==> config.mk <==
export PLATFORM = sky130hd
export DESIGN_NAME = mhrd_cpu_flat
export DESIGN_NICKNAME = d
export VERILOG_FILES = /design/src/rtl/mhrd_cpu_pkg.sv /design/src/rtl/mhrd_cpu_if.sv /design/src/rtl/mhrd_alu.sv /design/src/rtl/mhrd_cpu.sv /design/src/flat_wrapper.sv
export SDC_FILE = /design/constraint.sdc
export NUM_CORES = 1
export LEC_CHECK = 0
export CAP_MARGIN = 20
export CORE_ASPECT_RATIO = 1.25
export CORE_MARGIN = 3
export CORE_UTILIZATION = 44
export CTS_BUF_LIST = sky130_fd_sc_hd__clkbuf_8
export DETAILED_ROUTE_END_ITERATION = 7
export GPL_TIMING_DRIVEN = 0
export PLACE_DENSITY = 0.75
export SKIP_CTS_REPAIR_TIMING = 1
export SYNTH_ARGS = -nofsm -noshare
export SYNTH_HDL_FRONTEND = slang
export SYNTH_SLANG_ARGS = --single-unit
==> constraint.sdc <==
create_clock -name clk -period 21.3 [get_ports clk]
set_input_delay 6.39 -clock clk [delete_from_list [all_inputs] [get_ports clk]]
set_output_delay 6.39 -clock clk [all_outputs]
set_load 0.1 [all_outputs]
==> src/rtl/mhrd_cpu_pkg.sv <==
// mhrd_cpu_pkg: shared opcodes, instruction field positions and word types for the MHRD CPU
package mhrd_cpu_pkg;
  localparam int XLEN = 16;
  localparam int NREGS = 4;
  localparam int OP_HI = 15;
  localparam int OP_LO = 12;
  localparam int RD_HI = 11;
  localparam int RD_LO = 10;
  localparam int RS_HI = 9;
  localparam int RS_LO = 8;
  localparam int IMM_HI = 7;
  localparam int IMM_LO = 0;
  typedef logic [XLEN-1:0] word_t;
  typedef logic [$clog2(NREGS)-1:0] reg_idx_t;
  typedef enum logic [3:0] {
    OP_NOP, OP_ADD, OP_SUB, OP_AND, OP_OR, OP_XOR, OP_NOT, OP_LDI,
    OP_LD, OP_ST, OP_JR, OP_JZ, OP_JMP, OP_RD, OP_RE, OP_RF
  } op_t;
  function automatic word_t sext8(input logic [7:0] v);
    return {{(XLEN-8){v[7]}}, v};
  endfunction
endpackage

==> src/rtl/mhrd_cpu_if.sv <==
// mhrd_cpu_if: instruction ROM and data RAM bus between the CPU (master) and memories (slave)
interface mhrd_cpu_if;
  import mhrd_cpu_pkg::*;
  word_t instr;
  word_t data;
  logic write;
  word_t dataAddr;
  word_t instrAddr;
  word_t result;
  modport master(input instr, data, output write, dataAddr, instrAddr, result);
  modport slave(output instr, data, input write, dataAddr, instrAddr, result);
endinterface

==> src/rtl/mhrd_alu.sv <==
// mhrd_alu: combinational ALU for ADD..LDI; b carries R[rs] or the sign-extended immediate
module mhrd_alu
  import mhrd_cpu_pkg::*;
(
  input  op_t   op,
  input  word_t a,
  input  word_t b,
  output word_t y
);
  always_comb begin
    y = op == OP_ADD ? a + b :
        op == OP_SUB ? a - b :
        op == OP_AND ? a & b :
        op == OP_OR  ? a | b :
        op == OP_XOR ? a ^ b :
        op == OP_NOT ? ~b :
        op == OP_LDI ? b : '0;
  end
endmodule

==> src/rtl/mhrd_cpu.sv <==
// mhrd_cpu: single-cycle 16-bit load/store core; define MHRD_CPU_HALT_EN to make op F a HALT
module mhrd_cpu
  import mhrd_cpu_pkg::*;
#(
  parameter word_t RESET_PC = 16'h0000
) (
  input logic clk,
  input logic reset,
  mhrd_cpu_if.master bus
);
  word_t pc;
  word_t regs [NREGS];
  op_t op;
  reg_idx_t rd, rs;
  logic [7:0] imm;
  word_t a, b, y, npc;
  logic halt, wr_reg;
  assign op = op_t'(bus.instr[OP_HI:OP_LO]);
  assign rd = bus.instr[RD_HI:RD_LO];
  assign rs = bus.instr[RS_HI:RS_LO];
  assign imm = bus.instr[IMM_HI:IMM_LO];
  assign a = regs[rd];
  assign b = op == OP_LDI ? sext8(imm) : regs[rs];
`ifdef MHRD_CPU_HALT_EN
  assign halt = op == OP_RF;
`else
  assign halt = 1'b0;
`endif
  mhrd_alu alu (.op(op), .a(a), .b(b), .y(y));
  always_comb begin
    npc = halt ? pc :
          op == OP_JR ? regs[rs] :
          op == OP_JZ && a == '0 ? pc + sext8(imm) :
          op == OP_JMP ? {8'h00, imm} : pc + 16'd1;
    wr_reg = op inside {[OP_ADD:OP_LD]};
  end
  assign bus.result = op inside {[OP_ADD:OP_LDI]} ? y :
                      op == OP_LD ? bus.data :
                      op == OP_ST ? a : '0;
  assign bus.write = op == OP_ST && !reset;
  assign bus.dataAddr = regs[rs];
  assign bus.instrAddr = pc;
  // result already equals the value to retire for every register-writing op, including LD
  always_ff @(posedge clk or posedge reset) begin
    if (reset) begin
      pc <= RESET_PC;
      for (int i = 0; i < NREGS; i++) regs[i] <= '0;
    end else begin
      pc <= npc;
      if (wr_reg) regs[rd] <= bus.result;
    end
  end
endmodule

==> src/flat_wrapper.sv <==
// flat-port wrapper written by rule: the top's interface ports become plain ports
module mhrd_cpu_flat import mhrd_cpu_pkg::*;
#(
  parameter word_t RESET_PC = 16'h0000
)
  (clk, reset, bus_instr, bus_data, bus_write, bus_dataAddr, bus_instrAddr, bus_result);
  mhrd_cpu_if bus_i ();
  input logic clk;
  input logic reset;
  input wire logic [$bits(bus_i.instr)-1:0] bus_instr;
  input wire logic [$bits(bus_i.data)-1:0] bus_data;
  output wire logic [$bits(bus_i.write)-1:0] bus_write;
  output wire logic [$bits(bus_i.dataAddr)-1:0] bus_dataAddr;
  output wire logic [$bits(bus_i.instrAddr)-1:0] bus_instrAddr;
  output wire logic [$bits(bus_i.result)-1:0] bus_result;
  assign bus_i.instr = bus_instr;
  assign bus_i.data = bus_data;
  assign bus_write = bus_i.write;
  assign bus_dataAddr = bus_i.dataAddr;
  assign bus_instrAddr = bus_i.instrAddr;
  assign bus_result = bus_i.result;
  mhrd_cpu #(.RESET_PC(RESET_PC)) u_core (.clk(clk), .reset(reset), .bus(bus_i));
endmodule
Word level (Yosys, flattened, before mapping). Index checks and enable logic that the tools add are counted.

Equality and inequality tests: 12. Reduce and logical (&&, ||, !) cells: 7. Mux-type cells: 23. $mul: 0. Order comparisons: 6. Bitwise gates (word level): 6. Shift operators: 0. $add $sub $neg: 4. Div/mod/pow operators: 0.

Operator list (number): $mux 16 (19); $bmux 16 s2 (2); $bwmux 64 (1); $add 16x16->16 (2); $demux 16 s2 (1); $eq 4x4->1 const B (5); $add 16x1->16 const B (1); $and 16x16->16 (1); $eq 4x3->1 const B (4); $logic_not 16->1 (1); $not 16->16 (1); $or 16x16->16 (1); $sub 16x16->16 (1); $xor 16x16->16 (1); $eq 4x2->1 const B (2); $ge 3x3->1 const B (2); $not 2->3 (2); $logic_and 1x1->1 (5); $eq 4x1->1 const B (1); $ge 4x1->1 const B (1); $le 4x3->1 const B (1); $le 4x4->1 const B (1); $lt 3x1->1 const B (1); $logic_not 1->1 (1).

Output and inout port bits: 49. Memory bits (read-only): 0. Memories: 0. Logic and storage cells: 63. Bits in latches: 0. Input bits: 34. Flip-flop bits (word level): 80. Memory bits (writable): 0.

Depth between registers and ports, before layout.
Depth after elaboration: 14. Mapped depth: 19. Gate-level depth less buffers: 17.

Modules after synthesis. From an unflattened synthesis, not the netlist that was laid out.

Cell total of the unflattened synthesis: 984. Area total of the unflattened synthesis: 8300.5 µm².

By module, submodules not included: mhrd_cpu (sequential area each 2001.9 µm², area each 5405.2 µm², cells each 565, times used 1); mhrd_alu (sequential area each 0.0 µm², area each 2895.3 µm², cells each 419, times used 1).

Least setup slack after synthesis. Ideal clock, no wire load.

Path kind: in2out. Start point: input bus_instr[8]. End point: output bus_result[9]. Data arrival time: 11.409 ns. Required time: 14.910 ns. Buffers on the path: 1. Stages: 11. Path slack: 3.501 ns. Path through: buf_6 -> mux4_1 -> a21oi_1 -> ha_1 -> a211oi_2 -> o21bai_1 -> a221o_1 -> a31oi_1 -> a21o_1 -> a32oi_1 -> a31oi_1.

Elaborated cells between the ends (all ways): 19. Those cells by class: add/sub (2); mux (12); bitwise (5).

RTL lines: start, declared (RTL line flat_wrapper.sv:10) `input wire logic [$bits(bus_i.instr)-1:0] bus_instr;`; $not 2->3 (*); $bmux 16 s2 (*); $mux 16 (*) (2 in series); named net bus_dataAddr[1] (RTL line flat_wrapper.sv:13) `output wire logic [$bits(bus_i.dataAddr)-1:0] bus_dataAddr;`; $mux 16 (*) (RTL line mhrd_cpu.sv:23) `assign b = op == OP_LDI ? sext8(imm) : regs[rs];`; $sub 16x16->16 (RTL line mhrd_alu.sv:12) `op == OP_SUB ? a - b :`; $mux 16 (RTL line mhrd_alu.sv:12); $mux 16 (*) (RTL line mhrd_alu.sv:11) `y = op == OP_ADD ? a + b :`; $mux 16 (*) (RTL line mhrd_cpu.sv:37) `assign bus.result = op inside {[OP_ADD:OP_LDI]} ? y :`; end, declared (RTL line flat_wrapper.sv:15) `output wire logic [$bits(bus_i.result)-1:0] bus_result;`.

The timed path passes the listed nets; every way through them passes the cells marked *. The select of a mux whose other input is x is not followed.

Final worst setup path.
Start point: input bus_instr[13]. End point: output bus_result[15].

Cells in the longest elaborated chain, start to end: 10. Elaborated cells between the ends (all ways): 29. Those cells by class: add/sub (2); order compare (2); eq/ne (9); mux (11); bitwise (4); reduce/logical (1).

Ends and longest elaborated chain (RTL line): parallel branches: the longest is 9 deep, another holds $sub 16x16->16; $mux 16 (*) (mhrd_cpu.sv:37).

Mark *: on every way between the ends.

==> impl_metrics.tcl <==
set metrics [dict create \
    synth_seq_cells 80 \
    via_count 7607 \
    path_cells "clkdlybuf4s50_1 > buf_2 > buf_1 > nand3_1 > clkbuf_1 > a21oi_1 > ha_1 > a211oi_2 > o21bai_1 > a221o_1 > a31oi_2 > a21oi_1 > or4_4 > a31oi_4 > clkdlybuf4s50_1" \
    skew_ns 0.0190 \
    p_leak_nw 4.04 \
    layout-drive-gt1-share_pct 14.4 \
    via_per_inst 6.35 \
    cp_data_arrival_time_ns 12.52 \
    clk_path_buf_depth 2 \
    grt_usage_pct 26.9 \
    maxSlewViolCount 0 \
    pre_cts_ws_ns 2.52 \
    crit_path_top_delay_cell "clkdlybuf4s50_1" \
    die_x_um 127 \
    tritoncts "yes" \
    synth_nets 982 \
    row_count 54 \
    place.gp.congestion 0.972 \
    fin_hold_ws_ns 0.517 \
    slowest_delay_ns 1.18 \
    syn-mean-instance-area_um2 9.18 \
    dr.first_iter.drc_count 706 \
    htreeDepth 3 \
    final_common_cell "dfrtp_1" \
    hold_viol 0 \
    cp-start-kind "input pin" \
    grt_pass1_vias 7709 \
    seq_area_frac_synth_pct 24.8 \
    cp_num_buf_inv 5 \
    drt-pass1-iter-count 5 \
    worstMarginPinSlew_ns 0.981 \
    root_buffer "clkbuf_8" \
    setup_ws_ns 2.39 \
    tns_ns 0 \
    cp_max_fo 10 \
    synth.distinct_cells 78 \
    fin_crit_sh_pct 88.8 \
    synth_edf_count 0 \
    start_util_pct 45.6 \
    cts_buffers 9 \
    syn_inst 879 \
    fillers 1620 \
    clkTransAtPathRegs_ns 0.09 \
    drc 0 \
    final_nets 1072 \
    grt-ovfl-total 0 \
    multiInputGateArea_mm2 0.00560 \
    end_kind "output port" \
    diodes 0 \
    critPathKind "input pin to output port" \
    core_mm2 0.0177 \
    crit_family "buffers and inverters" \
    power.density_mw_per_mm2 143 \
    finalSetupViolCount 0 \
    antenna_found_initial 0 \
    finalPower_w 0.00134 \
    cap_violations 0 \
    finalWirelength_mm 27.0 \
    max_slew_margin_pct 34.4 \
    period_minus_slack_ns 18.91 \
    layout_common_cells "80 x dfrtp_1, 76 x clkdlybuf4s50_1, 74 x a21oi_1" \
    synthArstFlopShare_pct 100 \
    grt_pass1_wl_mm 41.8 \
    status "complete, no violations" \
    rsz0062_at_grt "no" \
    io_buffers 76 \
    clock-sinks 80 \
    synthFlopType "dfrtp_1" \
    synth_area_mm2 0.00807 \
    max-vdd-ir-drop_mv 0.108 \
    die_area_mm2 0.0200 \
    area_growth_pct 16.5 \
    grt_max_degree 52 \
    die_y_um 157 \
    antenna_left 0 \
    io_pins 83 \
    post-dp-hpwl_mm 20.7 \
    clk_latency_ns 0.40 \
    fin_cells 1198 \
    max_freq_ghz 0.0529 \
    yosys_warnings 0 \
    dp.cells 1181 \
    avgRoutedWirePerCell_um 22.6 \
    regArea_mm2 0.00200 \
    min_path_type "register to register" \
    critical_path_required_ns 14.91 \
]
path summary, 6_finish.rpt:
check,startpoint,to,slack [ns],cells after the start
worst max-delay path,bus_instr[13],bus_result[15],2.39,15
worst min-delay path,u_core.regs[10],u_core.regs[10],0.52,2
worst max register to register,u_core.regs[33],u_core.regs[30],17.07,11
worst min register to register,u_core.regs[10],u_core.regs[10],0.52,2
max in group asynchronous,reset,u_core.regs[37],14.32,3
min in group asynchronous,reset,u_core.regs[50],6.37,2
kinds of logic after synthesis:
family	count (synthesis)	share of synthesized area [%]
compound gates	253	21.5
simple gates	223	13.3
buf+inv	117	5.80
mux	105	20.2
flops	80	24.8
fa+ha+maj	69	11.0
xor+xnor	32	3.47
per-stage QoR:
stage / area (µm²) / util (%)
detailed placement: 9150 / 51.7
finish: 9400 / 53.1
CTS: 9400 / 53.1
global placement: 9110 / 51.5
floorplan: 8070 / -
global route: 9400 / 53.1
cell type report:
class                      instances  area share [%]
tap                              224            2.98
clock inverter                     7            1.34
buffer                            47            2.18
inverter                          70            2.82
sequential                        80            21.3
multi-input combinational        682            59.5
timing repair buffer              79            8.52
clock buffer                       9            1.32
sequential cells by signal, summed over array words and instances, names as in the netlist:
| name | flops |
|---|---|
| u_core.bus.instrAddr | 16 |
| u_core.regs | 64 |
cell usage after synthesis, types with 11 or more instances:
| cell | count | share of area [%] |
|---|---|---|
| nor2_1 | 66 | 3.1 |
| mux2_2 | 51 | 7.1 |
| clkbuf_1 | 31 | 1.4 |
| ha_1 | 66 | 10 |
| dfrtp_1 | 80 | 25 |
| nand3_1 | 11 | 0.68 |
| a211oi_1 | 12 | 1.1 |
| mux4_2 | 38 | 11 |
| inv_1 | 68 | 3.2 |
| nand2_1 | 60 | 2.8 |
| a221oi_1 | 14 | 1.5 |
| nand2b_1 | 20 | 1.6 |
| a21oi_1 | 74 | 4.6 |
| xnor2_1 | 14 | 1.5 |
| mux2i_1 | 13 | 1.6 |
| xor2_1 | 18 | 2.0 |
| nor3_1 | 20 | 1.2 |
| o21ai_0 | 56 | 3.5 |
| a21o_1 | 11 | 1.0 |
worst reg2reg max path, stage by stage (launching register included):
cell and delay, ns:
dfrtp_1 0.41, mux4_1 0.63, a21oi_1 0.50, fa_1 0.30
nand2b_1 0.18, a21oi_1 0.16, o311ai_0 0.60, a21oi_1 0.20
o41ai_1 0.44, mux2i_1 0.31, a21oi_2 0.12, mux2_2 0.28
power breakdown:
part / internal, W / switching (W) / leakage, nW
clock network: 0.0000792 / 0.0000653 / 0.122
logic: 0.000321 / 0.000627 / 2.91
registers: 0.000202 / 0.0000469 / 1.00
total: 0.000602 / 0.000740 / 4.04
per-layer routing:
layer / up-vias / share of wire (%) / wire length [µm] / global-route usage, %
met2: 398 / 48 / 13100 / 45.5
met5: - / 0 / 0 / 0
met4: 0 / 4.5 / 1230 / 14.2
li1: 3452 / - / - / -
met1: 3658 / 39 / 10600 / 32.7
met3: 99 / 7.7 / 2080 / 4.58
No activity file was read; power rests on OpenSTA's default activity.
